===== config.mk =====
export PLATFORM = sky130hd
export DESIGN_NAME = uart_rx
export DESIGN_NICKNAME = d
export VERILOG_FILES = /design/src/rtl/uart_rx.sv
export SDC_FILE = /design/constraint.sdc
export NUM_CORES = 1
export LEC_CHECK = 0
export CAP_MARGIN = 20
export CORE_ASPECT_RATIO = 0.9
export CORE_MARGIN = 1.5
export CORE_UTILIZATION = 55
export DETAILED_ROUTE_END_ITERATION = 6
export PLACE_DENSITY_LB_ADDON = 0.08
export SLEW_MARGIN = 10
export SYNTH_ARGS = -nofsm -noshare
export SYNTH_HDL_FRONTEND = slang
export SYNTH_SLANG_ARGS = --single-unit

===== constraint.sdc =====
create_clock -name clk -period 2.7 [get_ports clk]
set_input_delay 0.27 -clock clk [delete_from_list [all_inputs] [get_ports clk]]
set_output_delay 0.27 -clock clk [all_outputs]
set_load 0.01 [all_outputs]

===== src/rtl/uart_rx.sv =====
// uart_rx: 8N1 serial receiver with a one-byte holding register.
// The line is synchronised, the start bit is qualified at mid-bit, and eight
// data bits plus the stop bit are sampled at the centre of each bit cell.
// The CPU polls ready and acknowledges with a one-cycle rd strobe.
// ferr and ovr are sticky until the next rd.
module uart_rx #(
  parameter int BAUD_DIV = 104
) (
  input  logic       clk,
  input  logic       rstn,
  input  logic       rx,
  input  logic       rd,
  output logic [7:0] data,
  output logic       ready,
  output logic       ferr,
  output logic       ovr
);

  localparam int CW = $clog2(BAUD_DIV);
  localparam logic [CW-1:0] HALF_LOAD = CW'(BAUD_DIV / 2 - 1);
  localparam logic [CW-1:0] FULL_LOAD = CW'(BAUD_DIV - 1);

  localparam logic [2:0] S_IDLE  = 3'd0;
  localparam logic [2:0] S_START = 3'd1;
  localparam logic [2:0] S_DATA  = 3'd2;
  localparam logic [2:0] S_STOP  = 3'd3;
  localparam logic [2:0] S_BREAK = 3'd4;

  logic          rx_meta;
  logic          rx_s;
  logic [1:0]    primed;
  logic          armed;
  logic [2:0]    state;
  logic [CW-1:0] baud_cnt;
  logic [2:0]    bit_cnt;
  logic [7:0]    shift;
  logic          tick;
  logic          load_evt;
  logic          ferr_evt;

  // Sample points fall where the baud counter has run down to zero.
  assign tick     = (baud_cnt == '0);
  assign load_evt = (state == S_STOP) && tick && rx_s;
  assign ferr_evt = (state == S_STOP) && tick && !rx_s;

  // Two-flop synchroniser; it resets to the idle (high) line level.
  always_ff @(posedge clk or negedge rstn) begin
    if (!rstn) begin
      rx_meta <= 1'b1;
      rx_s    <= 1'b1;
    end else begin
      rx_meta <= rx;
      rx_s    <= rx_meta;
    end
  end

  // primed marks when rx_s reflects the real line rather than its reset value;
  // armed records that the real line has been seen high since reset.
  always_ff @(posedge clk or negedge rstn) begin
    if (!rstn) begin
      primed <= 2'b00;
      armed  <= 1'b0;
    end else begin
      primed <= {primed[0], 1'b1};
      armed  <= armed | (primed[1] & rx_s);
    end
  end

  // Frame sequencer: start qualification, data shifting and stop check.
  always_ff @(posedge clk or negedge rstn) begin
    if (!rstn) begin
      state    <= S_IDLE;
      baud_cnt <= '0;
      bit_cnt  <= 3'd0;
      shift    <= 8'h00;
    end else begin
      case (state)
        S_IDLE: begin
          if (primed[1] && !rx_s) begin
            if (armed) begin
              state    <= S_START;
              baud_cnt <= HALF_LOAD;
            end else begin
              state <= S_BREAK;
            end
          end
        end
        S_START: begin
          if (tick) begin
            if (rx_s) begin
              state <= S_IDLE;
            end else begin
              state    <= S_DATA;
              baud_cnt <= FULL_LOAD;
              bit_cnt  <= 3'd0;
            end
          end else begin
            baud_cnt <= baud_cnt - CW'(1);
          end
        end
        S_DATA: begin
          if (tick) begin
            shift    <= {rx_s, shift[7:1]};
            baud_cnt <= FULL_LOAD;
            if (bit_cnt == 3'd7) begin
              state <= S_STOP;
            end else begin
              bit_cnt <= bit_cnt + 3'd1;
            end
          end else begin
            baud_cnt <= baud_cnt - CW'(1);
          end
        end
        S_STOP: begin
          if (tick) begin
            state <= rx_s ? S_IDLE : S_BREAK;
          end else begin
            baud_cnt <= baud_cnt - CW'(1);
          end
        end
        S_BREAK: begin
          if (rx_s) begin
            state <= S_IDLE;
          end
        end
        default: begin
          state <= S_IDLE;
        end
      endcase
    end
  end

  // Holding register and status flags; a new byte or error beats rd.
  always_ff @(posedge clk or negedge rstn) begin
    if (!rstn) begin
      data  <= 8'h00;
      ready <= 1'b0;
      ferr  <= 1'b0;
      ovr   <= 1'b0;
    end else begin
      if (load_evt) begin
        data  <= shift;
        ready <= 1'b1;
        ovr   <= rd ? 1'b0 : (ovr | ready);
        ferr  <= rd ? 1'b0 : ferr;
      end else if (ferr_evt) begin
        ferr <= 1'b1;
        if (rd) begin
          ready <= 1'b0;
          ovr   <= 1'b0;
        end
      end else if (rd) begin
        ready <= 1'b0;
        ferr  <= 1'b0;
        ovr   <= 1'b0;
      end
    end
  end

endmodule

# Word-level counts from Yosys, hierarchy flattened

Index checks and enable logic that the tools add are counted.

Multiplexer cells: 29
Reduce and logical (&&, ||, !) cells: 14
Eq/ne operators: 16
Bitwise operators: 3
Add/sub/neg operators: 2

Operator list:

| kind                                                               | number |
|---|---|
| 7-bit two-way mux                                                  | 6 |
| 3-bit two-way mux                                                  | 12 |
| 7-bit one-hot mux with 4 select lines                              | 1 |
| 2-bit != test, second input constant                               | 10 |
| 3-bit one-hot mux with 5 select lines                              | 1 |
| 5-bit AND reduction                                                | 2 |
| 7-bit zero test                                                    | 1 |
| 1-bit two-way mux                                                  | 7 |
| 7-bit by 1-bit subtractor with 7-bit output, second input constant | 1 |
| 3-bit by 2-bit == test with 1-bit output, second input constant    | 2 |
| 3-bit == test, second input constant                               | 2 |
| 3-bit one-hot mux with 2 select lines                              | 1 |
| 6-bit AND reduction                                                | 1 |
| 1-bit logical AND                                                  | 4 |
| 2-bit nonzero test                                                 | 2 |
| 4-bit nonzero test                                                 | 1 |
| 3-bit by 1-bit adder with 3-bit output, second input constant      | 1 |
| 3-bit by 1-bit == test with 1-bit output, second input constant    | 1 |
| 3-bit zero test                                                    | 1 |
| 3-bit != test, second input constant                               | 1 |
| 2-bit two-way mux                                                  | 1 |
| 1-bit OR                                                           | 2 |
| 2-bit AND reduction                                                | 1 |
| 1-bit bitwise AND                                                  | 1 |
| 1-bit zero test                                                    | 1 |

Input bits: 4
Output and inout bits: 11
Logic and storage cells: 76
Register bits: 37

# Depth between registers and ports, before layout

Gate-level depths: netlist of run 1.

Word-level depth: 5
Gate-level depth with buffers: 7
Depth with buffers taken out: 6

# Worst setup path before layout of run 1

OpenSTA, ideal clock, no wires.

Path kind: register -> register
Start: register baud_cnt[0]
End: register shift[0]
Required time: 2.575 ns
Period minus slack after synthesis: 2.137 ns
Path slack: 0.563 ns
Cell stages (with the launch flop): 7
Arrival: 2.012 ns
Path through: dfrtp_1 -> inv_1 -> ha_1 -> or4b_1 -> buf_2 -> nor4_4 -> mux2_2

Longest elaborated chain between the ends: 2

Ends and longest elaborated chain:

| what                                 | RTL line | text |
|---|---|---|
| start, declared                      | 34       | `logic [CW-1:0] baud_cnt;` |
| start signal, assigned               | 98       | `baud_cnt <= baud_cnt - CW'(1);` |
| start signal, assigned               | 111      | `baud_cnt <= baud_cnt - CW'(1);` |
| start signal, assigned               | 118      | `baud_cnt <= baud_cnt - CW'(1);` |
| 7-bit zero test                      | 42       | `assign tick = (baud_cnt == '0);` |
| 2-bit AND reduction (no source line) | n/a      |  |
| end signal, assigned                 | 103      | `shift <= {rx_s, shift[7:1]};` |
| end, declared                        | 36       | `logic [7:0] shift;` |

Every way passes these cells.
A chain may end at the register's enable or synchronous reset.

# Worst setup path in the final report of run 1

Start: register baud_cnt[0]
End: register shift[5]

Same word-level chain as after synthesis.

==> qor.csv, run 1 <==
metric,value,unit
yosysWarningCount,0,
num_vias,1147,
layoutNonFillerInstCount,210,
hold_path_class,in -> async,
dieArea,3490,um2
netlist_area,1730,um2
postLayoutSetupSlackWorst,294,ps
crit_path_start,baud_cnt[0],
globalRouteTotalUtil,19.2,%
overflow,0,
post_synth_main_area_contributors,"dfrtp_1, mux2_2, o21ai_0",
arrival,2620,ps
cts.root.buffer_cell,clkbuf_4,
route.detailed.drc,0,
fp-row-count,19,
max_used_layer,met4,
p_leak,0.873,nW
m1WireLength,1540,um
setup.worst_path.start_class,flip-flop,
tritoncts_num_sinks,37,
route.final.wire_length,2940,um
crit_path_max_fanout,9,
wl_per_cell,14.0,um
max_freq,416,MHz
dpl_worst_slack,316,ps
finalHoldViolCount,0,
final_layout_size_suffix_gt1_share,20.2,%
start_util,57.3,%
synth.top_cell.area_share,50.6,%
post_cts_resize_count,0,
antennaDiodeCount,0,
count_of_max_cap_constraint_violations,0,
hold_buffers,0,
flow.area_growth_from_synthesis,13.3,%
via_count_of_the_first_global_routing_pass,1060,
ys_top_cells_by_count,"dfrtp_1, mux2_2, o21ai_0",
finalWeightedCongestion,0.900,
power_density,640,nW/um2
grt_start_max_net_pins,38,
die_width,62.1,um
cts_max_path_bufs,2,
synth_seq_area_share,53.7,%
drt_first_iter_violations,51,
ioPinCount,15,
report.final.slew_viol_count,0,
synth_top_flop_cell,dfrtp_1,
cts_inserted_buffers,5,
clock_skew,6.39,ps
dr_wl_met2,1280,um
timing.hold.ws,11.8,ps
final-setup-viol-count,0,
multi_input_comb_area,748,um2
vdd.ir_drop.worst,0.000498,V
synth-seq-cells,37,
timing.critical_path.required,2920,ps
hpwl,2150,um
number_of_antenna_violations_at_the_first_check_in_global_routing,0,
cts_post_setup_buffers_inserted,0,
cell_with_the_most_instances_after_synthesis,dfrtp_1,
kind_of_end_point_of_the_critical_path,flip-flop,
max-slew-margin-rel,47.2,%
portBuffers,14,
grt_setup_unrepaired,false,
post_route_fraction_of_the_period_consumed_by_the_critical_path,89.1,%
cts-htree-levels,2,
run_status,finished clean,
grt_first_pass_wirelength,5170,um
fin_tns_setup,0,ps
drt-vias-per-instance,5.46,
synth_top_cell_by_area,dfrtp_1,
netlist-cell-type-count,43,
synth.net_count,159,
worstMarginPinSlew,793,ps
synth_edf_count,0,
post-route-min-period,2410,ps
fin_util,64.9,%
layout.filler_cells,237,
syn_inst,151,
postSynth.asyncResetShare,100,%
ff_latch_area,928,um2
synthesis.area_per_instance,11.5,um2
cts_tree,built,
insertion_delay,330,ps
worst-setup-path-type,reg -> reg,
chipHeight,56.2,um
remaining_number_of_nets_flagged_by_the_antenna_check_after_routing,0,
post-place-cells,202,
layout.nets,175,
dr_wl_met3,89,um
core_area,3020,um2
clkSlewWorstSetupHoldPaths,100,ps
reg2reg_from,baud_cnt[0],
drt_pass1_iterations,4,
-- stage by stage --
step | instance area [um2] | power (W)
floorplan | 1730 | 0.000891
global placement | 1900 | 0.000960
detailed placement | 1900 | 0.000969
CTS | 1960 | 0.00127
global route | 1960 | 0.00134
finish | 1960 | 0.00126
-- critical path, cell delays in order, from the launching register on --
cell and delay, ps:
dfrtp_1 420, inv_1 90, ha_1 150, or4b_1 590
nor4_4 650, mux2_2 400
-- layout by cell type (no fill, tap or decap), types with 2 or more instances in the layout --
cell type | synthesis | final
dfrtp_1 | 35 | 35
mux2_2 | 17 | 17
o21ai_0 | 13 | 13
clkdlybuf4s50_1 | 0 | 13
inv_1 | 8 | 8
nor2_1 | 8 | 8
nor3_1 | 6 | 6
or3_1 | 5 | 5
a21oi_1 | 5 | 5
clkbuf_4 | 0 | 5
ha_1 | 4 | 4
or2_2 | 3 | 3
nand2_1 | 3 | 3
nand2b_1 | 3 | 3
a21o_1 | 2 | 2
a31oi_1 | 2 | 2
o31ai_1 | 2 | 2
nand3_1 | 2 | 2
a211oi_1 | 2 | 2
o22a_1 | 2 | 2
clkbuf_1 | 4 | 2
dfstp_2 | 2 | 2
-- per-layer routing --
layer | track usage [%] | up-vias
met5 | 0 | -
met4 | 5.71 | 0
met3 | 5.47 | 3
met2 | 27.6 | 17
met1 | 28.4 | 548
li1 | - | 579
-- area by class of cell --
cell class,instances,share of cell area [%]
clock buffers,8,3.00
inverters,8,1.53
multi-input cells,100,38.2
flip-flops and latches,37,47.4
well taps,42,2.68
repair buffers,15,7.28
-- state kept, by name (all words and copies together), names as in the netlist --
register / flops
ready: 1
armed: 1
rx_meta: 1
primed: 2
ferr: 1
ovr: 1
shift: 8
state: 3
baud_cnt: 7
bit_cnt: 3
data: 8
rx_s: 1
-- cell families after synthesis --
kind of cell / synth area share [%]
fa+ha+maj: 2.89
buf+inv: 3.11
flops: 53.7
other cells: 0.217
compound gates: 13.0
mux: 11.6
simple gates: 15.0
xor+xnor: 0.506
-- worst paths after layout --
| path | endpoint | slack, ps | cells after the start |
|---|---|---|---|
| min in group clk | rx_meta | 340 | 1 |
| hold reg to reg | primed[1] | 360 | 0 |
| hold / removal | bit_cnt[0] | 10 | 1 |
| setup reg to reg | shift[5] | 290 | 5 |
| max in group asynchronous | baud_cnt[2] | 2180 | 1 |
| setup / recovery | shift[5] | 290 | 5 |
-- report_power, final --
part           internal, W  total, W  switching [W]
Combinational     0.000122  0.000289       0.000166
Clock             0.000129  0.000291       0.000163
Sequential        0.000601  0.000675      0.0000744
Power figures use the tool's default switching activity.
==> run 2, diff against run 1 <==
==> constraint.sdc (replaced) <==
create_clock -name clk -period 2.25 [get_ports clk]
set_input_delay 0.225 -clock clk [delete_from_list [all_inputs] [get_ports clk]]
set_output_delay 0.225 -clock clk [all_outputs]
set_load 0.01 [all_outputs]
==> run 2 against run 1 <==
Net effect:
- first-iteration DRC count is 2.0% lower
- die area stayed put
- hold slack better by 280 ps
- combinational power is 27% higher
- clock power is 21% higher
- utilization is 2.4 points higher
- critical endpoint is now baud_cnt[2]
- sequential power is 19% higher
==> qor.csv, run 2 (synthesized netlist as in run 1, its figures left out) <==
metric,value,unit
flow.area_growth_from_synthesis,17.4,%
vdd.ir_drop.worst,0.000581,V
max_freq,466,MHz
path_cells,inv_1 > ha_1 > or4b_4 > or4_4 > a211oi_1 > o22a_1,
insertion_delay,340,ps
num_vias,1218,
final-setup-viol-count,0,
dr_wl_met2,1380,um
clkSlewWorstSetupHoldPaths,110,ps
start_util,57.3,%
max_used_layer,met4,
power.switching_fraction,32.2,%
finalWeightedCongestion,0.858,
grt_start_max_net_pins,38,
cts_inserted_buffers,5,
fp-row-count,19,
m1WireLength,1490,um
post_route_fraction_of_the_period_consumed_by_the_critical_path,95.5,%
remaining_number_of_nets_flagged_by_the_antenna_check_after_routing,0,
critPathMaxStageDelay,540,ps
cts-htree-levels,2,
drt_pass1_iterations,4,
crit_path_max_fanout,5,
final_cell_mix,"dfrtp_1, mux2_2, o21ai_0, clkdlybuf4s50_1",
via_count_of_the_first_global_routing_pass,1250,
cp_top_family,simple AND/OR/NAND/NOR gates,
arrival,2440,ps
dieArea,3490,um2
finalHoldViolCount,0,
core_area,3020,um2
dr_wl_met3,138,um
cts_max_path_bufs,2,
drt_first_iter_violations,50,
clock_power_share,23.2,%
timing.hold.worst_endpoint,rx_meta,
die_width,62.1,um
p_int,0.00103,W
kind_of_end_point_of_the_critical_path,flip-flop,
post-route-min-period,2150,ps
number_of_antenna_violations_at_the_first_check_in_global_routing,0,
count_of_max_cap_constraint_violations,0,
chipHeight,56.2,um
r2r_end,baud_cnt[2],
net-switching-power,0.000490,W
rr_worst_depth,6,
route.final.wire_length,3060,um
pwr-share-comb,24.2,%
route.detailed.drc,0,
power.share.sequential,52.6,%
grt_first_pass_wirelength,5580,um
final_layout_size_suffix_gt1_share,24.4,%
max-slew-margin-rel,47.2,%
drt-vias-per-instance,5.59,
antennaDiodeCount,0,
layout.filler_cells,250,
worst-setup-path-type,reg -> reg,
grt_setup_unrepaired,false,
tritoncts_num_sinks,37,
layout.nets,183,
fin_tns_setup,0,ps
run_status,finished clean,
timing.critical_path.required,2540,ps
reg2reg_from,baud_cnt[0],
cts.root.buffer_cell,clkbuf_4,
portBuffers,14,
hold_path_class,in -> reg,
report.final.slew_viol_count,0,
path_buf_inv,1,
ioPinCount,15,
clock_skew,16.3,ps
biggestRegsByFlops,"data (8), shift (8), baud_cnt (7)",
hpwl,2270,um
setup.worst_path.start_class,flip-flop,
wl_per_cell,14.0,um
worstMarginPinSlew,792,ps
reg2reg_setup_slack,100,ps
p_leak,0.915,nW
worst_hold_startpoint,rx,
crit_slowest_cell,or4_4,
globalRouteTotalUtil,20.4,%
power_density,750,nW/um2
commonest_non_fill_non_tap_cell_in_the_layout,dfrtp_1,
cts_tree,built,
hold_depth,1,
fin_util,67.3,%
overflow,0,
## run 2: changes by cell type in the layout (fill, tap and decap cells not counted)
| cell | before | now |
|---|---|---|
| dlygate4sd3_1 | 0 | 1 |
| or3_1 | 5 | 4 |
| or4b_4 | 0 | 1 |
| or3_4 | 0 | 1 |
| buf_4 | 1 | 8 |
| or4b_1 | 1 | 0 |
## run 2: final cells by class
cell class                 count  area, um2  share of cell area [%]
sequential                    37        928                    45.7
multi-input combinational    100        757                    37.3
timing repair buffer          23        205                    10.1
clock buffer                   8       58.8                    2.89
tap                           42       52.6                    2.59
inverter                       8       30.0                    1.48
## run 2: timing repair
item                                   in CTS  in global routing
endpoints found under the hold margin      35                  0
resized for setup                           0                  2
hold buffers                                1                  0
setup endpoints to repair                   0                 18
buffers inserted                            0                  0
## run 2: worst reg2reg max path, cell delays in order (launching register included)
cell	delay (ps)
dfrtp_1	410
inv_1	80
ha_1	160
or4b_4	520
or4_4	540
a211oi_1	240
o22a_1	160
## run 2: through the flow
stage	hold WS [ps]	std cells	power [W]	area [um2]	setup WS (ps)
floorplan	-70.6	151	0.00107	1730	113
global placement	344	209	0.00116	1950	74.9
detailed placement	350	209	0.00118	1950	14.7
CTS	275	218	0.00154	2020	9.85
global route	270	218	0.00164	2030	3.69
finish	287	218	0.00152	2030	102
## run 2: how the worst max path moves through the flow
stage	cells after the start	slack, ps	startpoint	to
final	6	100	baud_cnt[0]	baud_cnt[2]
after floorplan	6	110	baud_cnt[0]	shift[0]
after global routing	6	4	baud_cnt[0]	baud_cnt[2]
after global placement	6	70	baud_cnt[0]	baud_cnt[2]
after CTS	6	10	baud_cnt[0]	baud_cnt[2]
after detailed placement	6	10	baud_cnt[0]	baud_cnt[2]
## run 2: per-layer routing
layer  vias up  track usage, %
met5         -               0
met1       594            28.0
li1        595               -
met2        23            31.4
met3         6            5.67
met4         0            7.62
## run 2: power groups by stage
| stage | Clock [W] | Sequential (W) | Combinational, W |
|---|---|---|---|
| 2_1_floorplan | 0 | 0.000776 | 0.000292 |
| 3_3_place_gp | 0 | 0.000809 | 0.000352 |
| 3_5_place_dp | 0 | 0.000813 | 0.000363 |
| 4_1_cts | 0.000368 | 0.000801 | 0.000366 |
| 5_1_grt | 0.000398 | 0.000818 | 0.000421 |
| 6_report | 0.000353 | 0.000801 | 0.000368 |
